File: src/rtl/traffic_light_fsm.sv
// traffic_light_fsm
// Moore phase controller for a main road / crossroad intersection.
// The state register steps green -> yellow -> all-red for each road in turn,
// advancing only on the end input that belongs to the current phase.
// All outputs are decoded from the state register alone, so an end input
// never reaches a lamp combinationally.
// Despite its name, rst_n is an active-high synchronous reset that parks
// the controller in the second all-red phase.
module traffic_light_fsm (
    input  logic       clk,
    input  logic       rst_n,
    input  logic       green_end,
    input  logic       yellow_end,
    input  logic       red_end,
    output logic [2:0] light_mainroad,
    output logic [2:0] light_crossroad,
    output logic       state_green,
    output logic       state_yellow,
    output logic       state_red
);

    localparam logic [2:0] MAIN_GREEN   = 3'd0;
    localparam logic [2:0] MAIN_YELLOW  = 3'd1;
    localparam logic [2:0] ALL_RED_1    = 3'd2;
    localparam logic [2:0] CROSS_GREEN  = 3'd3;
    localparam logic [2:0] CROSS_YELLOW = 3'd4;
    localparam logic [2:0] ALL_RED_2    = 3'd5;

    // One-hot lamp patterns {red, yellow, green}
    localparam logic [2:0] LAMP_RED    = 3'b100;
    localparam logic [2:0] LAMP_YELLOW = 3'b010;
    localparam logic [2:0] LAMP_GREEN  = 3'b001;

    logic [2:0] state;
    logic [2:0] state_next;

    // Next-state selection: only the end input of the current phase is looked at
    always_comb begin
        state_next = state;
        case (state)
            MAIN_GREEN:   if (green_end)  state_next = MAIN_YELLOW;
            MAIN_YELLOW:  if (yellow_end) state_next = ALL_RED_1;
            ALL_RED_1:    if (red_end)    state_next = CROSS_GREEN;
            CROSS_GREEN:  if (green_end)  state_next = CROSS_YELLOW;
            CROSS_YELLOW: if (yellow_end) state_next = ALL_RED_2;
            ALL_RED_2:    if (red_end)    state_next = MAIN_GREEN;
            // Unused encodings recover into the safe all-red phase
            default:                      state_next = ALL_RED_2;
        endcase
    end

    // State register with synchronous reset into all-red
    always_ff @(posedge clk) begin
        if (rst_n) begin
            state <= ALL_RED_2;
        end else begin
            state <= state_next;
        end
    end

    // Output decode from the state register; unknown states show all red
    always_comb begin
        light_mainroad  = LAMP_RED;
        light_crossroad = LAMP_RED;
        state_green     = 1'b0;
        state_yellow    = 1'b0;
        state_red       = 1'b0;
        case (state)
            MAIN_GREEN: begin
                light_mainroad = LAMP_GREEN;
                state_green    = 1'b1;
            end
            MAIN_YELLOW: begin
                light_mainroad = LAMP_YELLOW;
                state_yellow   = 1'b1;
            end
            CROSS_GREEN: begin
                light_crossroad = LAMP_GREEN;
                state_green     = 1'b1;
            end
            CROSS_YELLOW: begin
                light_crossroad = LAMP_YELLOW;
                state_yellow    = 1'b1;
            end
            default: begin
                state_red = 1'b1;
            end
        endcase
    end

endmodule

File: config.mk
export PLATFORM = sky130hd
export DESIGN_NAME = traffic_light_fsm
export DESIGN_NICKNAME = d
export VERILOG_FILES = /design/src/rtl/traffic_light_fsm.sv
export SDC_FILE = /design/constraint.sdc
export NUM_CORES = 1
export LEC_CHECK = 0
export CAP_MARGIN = 10
export CORE_AREA = 2 2 39 41
export CTS_BUF_LIST = sky130_fd_sc_hd__clkbuf_2
export CTS_CLUSTER_DIAMETER = 40
export DETAILED_ROUTE_END_ITERATION = 10
export DIE_AREA = 0 0 41 43
export GPL_TIMING_DRIVEN = 1
export SYNTH_ARGS = -nofsm -noshare
export SYNTH_HDL_FRONTEND = slang
export SYNTH_SLANG_ARGS = --single-unit
File: constraint.sdc
create_clock -name clk -period 1.2 [get_ports clk]
set_input_delay 0.24 -clock clk [delete_from_list [all_inputs] [get_ports clk]]
set_output_delay 0.24 -clock clk [all_outputs]
set_load 0.02 [all_outputs]
==> results.sh <==
export IMPL_status="finished, violations left"
export IMPL_violations="negative setup slack"
export IMPL_cts_buffers=3
export IMPL_layout_nets=65
export IMPL_crit_end="light_mainroad[1]"
export IMPL_cts_tree="done"
export IMPL_slew_violations=0
export IMPL_clock_sinks=3
export IMPL_ys_async_sr_fraction_pct=0
export IMPL_grt_pass1_vias=295
export IMPL_cp_slowest_cell="dfxtp_4"
export IMPL_fillers=137
export IMPL_wl_met2_um=337
export IMPL_wl_met1_um=263
export IMPL_core_mm2=0.001384
export IMPL_min_path_type="flip-flop to flip-flop"
export IMPL_cts_hold_buf=0
export IMPL_wl_um=634
export IMPL_antenna_found_initial=0
export IMPL_synth_top_area_share_pct=23.41
export IMPL_dieArea_mm2=0.001763
export IMPL_fin_skew_ns=0.002783
export IMPL_diodes=0
export IMPL_grt_total_usage_pct=9.639
export IMPL_topRoutingLayerUsed="met3"
export IMPL_drc=0
export IMPL_slew_headroom_pct=85.71
export IMPL_synth_area_top_cells="dfxtp_1, nor2_1, o21bai_1, and2_1, buf_6"
export IMPL_synth_ff_type="dfxtp_1"
export IMPL_period_share_pct=108.4
export IMPL_synth_most_common_cell="nor2_1"
export IMPL_r2r_cells=4
export IMPL_finalCriticalPeriod_ns=1.301
export IMPL_synth_edf_count=0
export IMPL_cts_buffer_depth=2
export IMPL_vias_per_cell=4.120
export IMPL_setup_viol=10
export IMPL_routabilityCongestion=0.7775
export IMPL_cp_data_arrival_time_ns=1.06
export IMPL_setup_ws_ns=-0.1010
export IMPL_wl_per_cell_um=8.453
export IMPL_power_density_mw_per_mm2=1131
export IMPL_wl_met3_um=34
export IMPL_vias=309
export IMPL_grt_max_degree=8
export IMPL_synth_cells=35
export IMPL_syn_avg_cell_area_um2=7.328
export IMPL_reg2reg_slack_ns=-0.08
export IMPL_hold_violations=0
export IMPL_synth_commonest_cells="nor2_1, dfxtp_1"
export IMPL_ir_drop_v=0.0004213
export IMPL_cts_max_level=1
export IMPL_netlist_area_um2=256.5
export IMPL_io_pins=14
export IMPL_path_delay_family="flip-flops"
export IMPL_worstPathMaxFanout=7
export IMPL_p_total_mw=0.6041
export IMPL_p_leak_nw=0.2513
export IMPL_grt_pass1_wl_um=1090
export IMPL_timing_rr_start="state[0]"
export IMPL_die_w_um=41
export IMPL_worstPathCellList="or2_4, nor2_1, buf_4"
export IMPL_die_y_um=43
export IMPL_hpwlAfterDp_um=495.6
export IMPL_first_pass_iters=4
export IMPL_synth_fp_nets=40
export IMPL_yosysTopAreaCell="dfxtp_1"
export IMPL_rows=14
export IMPL_ys_seq_area_share_pct=23.41
export IMPL_clk_latency_ns=0.20
export IMPL_drive_gt1_share_pct=61.02
export IMPL_area_growth_pct=108.3
export IMPL_clkTransAtPathRegs_ns=0.04
export IMPL_port_buffers=13
export IMPL_worstMarginPinSlew_ns=0.2137
export IMPL_cp_num_buf_inv=1
export IMPL_crit_type="flip-flop to output pin"
export IMPL_start_kind="flip-flop"
export IMPL_cp_startpoint="state[1]"
export IMPL_maxCapViolCount=0
export IMPL_whs_ns=0.5577
export IMPL_fmax_mhz=768.6
export IMPL_layoutNonFillerInstCount=75
export IMPL_postRouteAntennaNets=0
export IMPL_dp_cells=69
export IMPL_rsz0062_at_grt="yes"
export IMPL_clockRootBuffer="clkbuf_2"
export IMPL_worst_path_stages=3
export IMPL_setup_tns_final_ns=-0.6118
export IMPL_r2r_end="state[0]"
export IMPL_synth_seq_cells=3
export IMPL_cp_required_ns=0.96
export IMPL_synth_distinct_cells=20
export IMPL_initial_core_util_pct=18.54
export IMPL_overflow=0
export IMPL_ys_warn_count=0
export IMPL_end_kind="output pin"
export IMPL_max_stage_delay_ns=0.36
export IMPL_drtIter0Drc=5
repair_timing:
action,in CTS,in global routing
buffers inserted,2,0
resized for setup,57,8
pin swaps,4,2
setup endpoints to repair,10,10
worst min-delay path: stages (launching register included):
cell,delay [ns]
dfxtp_4,0.36
buf_4,0.12
nor3_1,0.04
stage by stage:
step           instance area (um^2)  util (%)  worst slack (ns)
2_1_floorplan                 275.3         -          -0.04106
6_report                      534.3     38.61           -0.1010
3_5_place_dp                  464.2     33.54           -0.4090
5_1_grt                       534.3     38.61           -0.1701
4_1_cts                       508.0     36.71           -0.1154
3_3_place_gp                  464.2     33.54           -0.3944
cell usage in the layout, fill, tap and decap left out, drive strengths merged, types with 2 or more instances in the layout:
master          n
nor2            8
clkbuf          4
inv             2
dfxtp           3
o21bai          2
nor3            2
or2             2
buf            19
and2            2
clkdlybuf4s50   4
nand2           2
per-layer routing:
| metal | up-vias | track usage [%] |
|---|---|---|
| met5 | - | 0 |
| met4 | 0 | 6.000 |
| met3 | 0 | 6.283 |
| met2 | 10 | 13.44 |
| met1 | 136 | 10.29 |
| li1 | 163 | - |
power breakdown:
group	switching, mW	internal, mW
sequential	0.0196	0.112
combinational	0.146	0.186
clock	0.0519	0.0879
total	0.218	0.386
logic make-up (layout without fill, tap and decap cells):
group	after synthesis	after routing	share of synthesized area [%]
XOR/XNOR	2	2	6.831
buffers and inverters	5	29	11.22
flip-flops	3	3	23.42
multiplexers	2	2	8.293
AND/OR/NAND/NOR	17	17	32.20
AO/OA/AOI/OAI	6	6	18.05
final cells by class:
class	instances	area (um^2)	area share, %
inverter	2	7.507	1.405
tap	16	20.02	3.747
timing repair buffer	23	212.7	39.81
sequential	3	71.32	13.35
multi-input combinational	27	202.7	37.94
clock buffer	4	20.02	3.747
worst min-delay path by stage:
stage	slack [ns]	cells after the start	end
finish	0.56	2	state[1]
global route	0.59	2	state[1]
CTS	0.56	2	state[1]
detailed placement	0.58	2	state[1]
global placement	0.57	2	state[1]
floorplan	0.32	1	state[1]
Power figures use the tool's default switching activity.
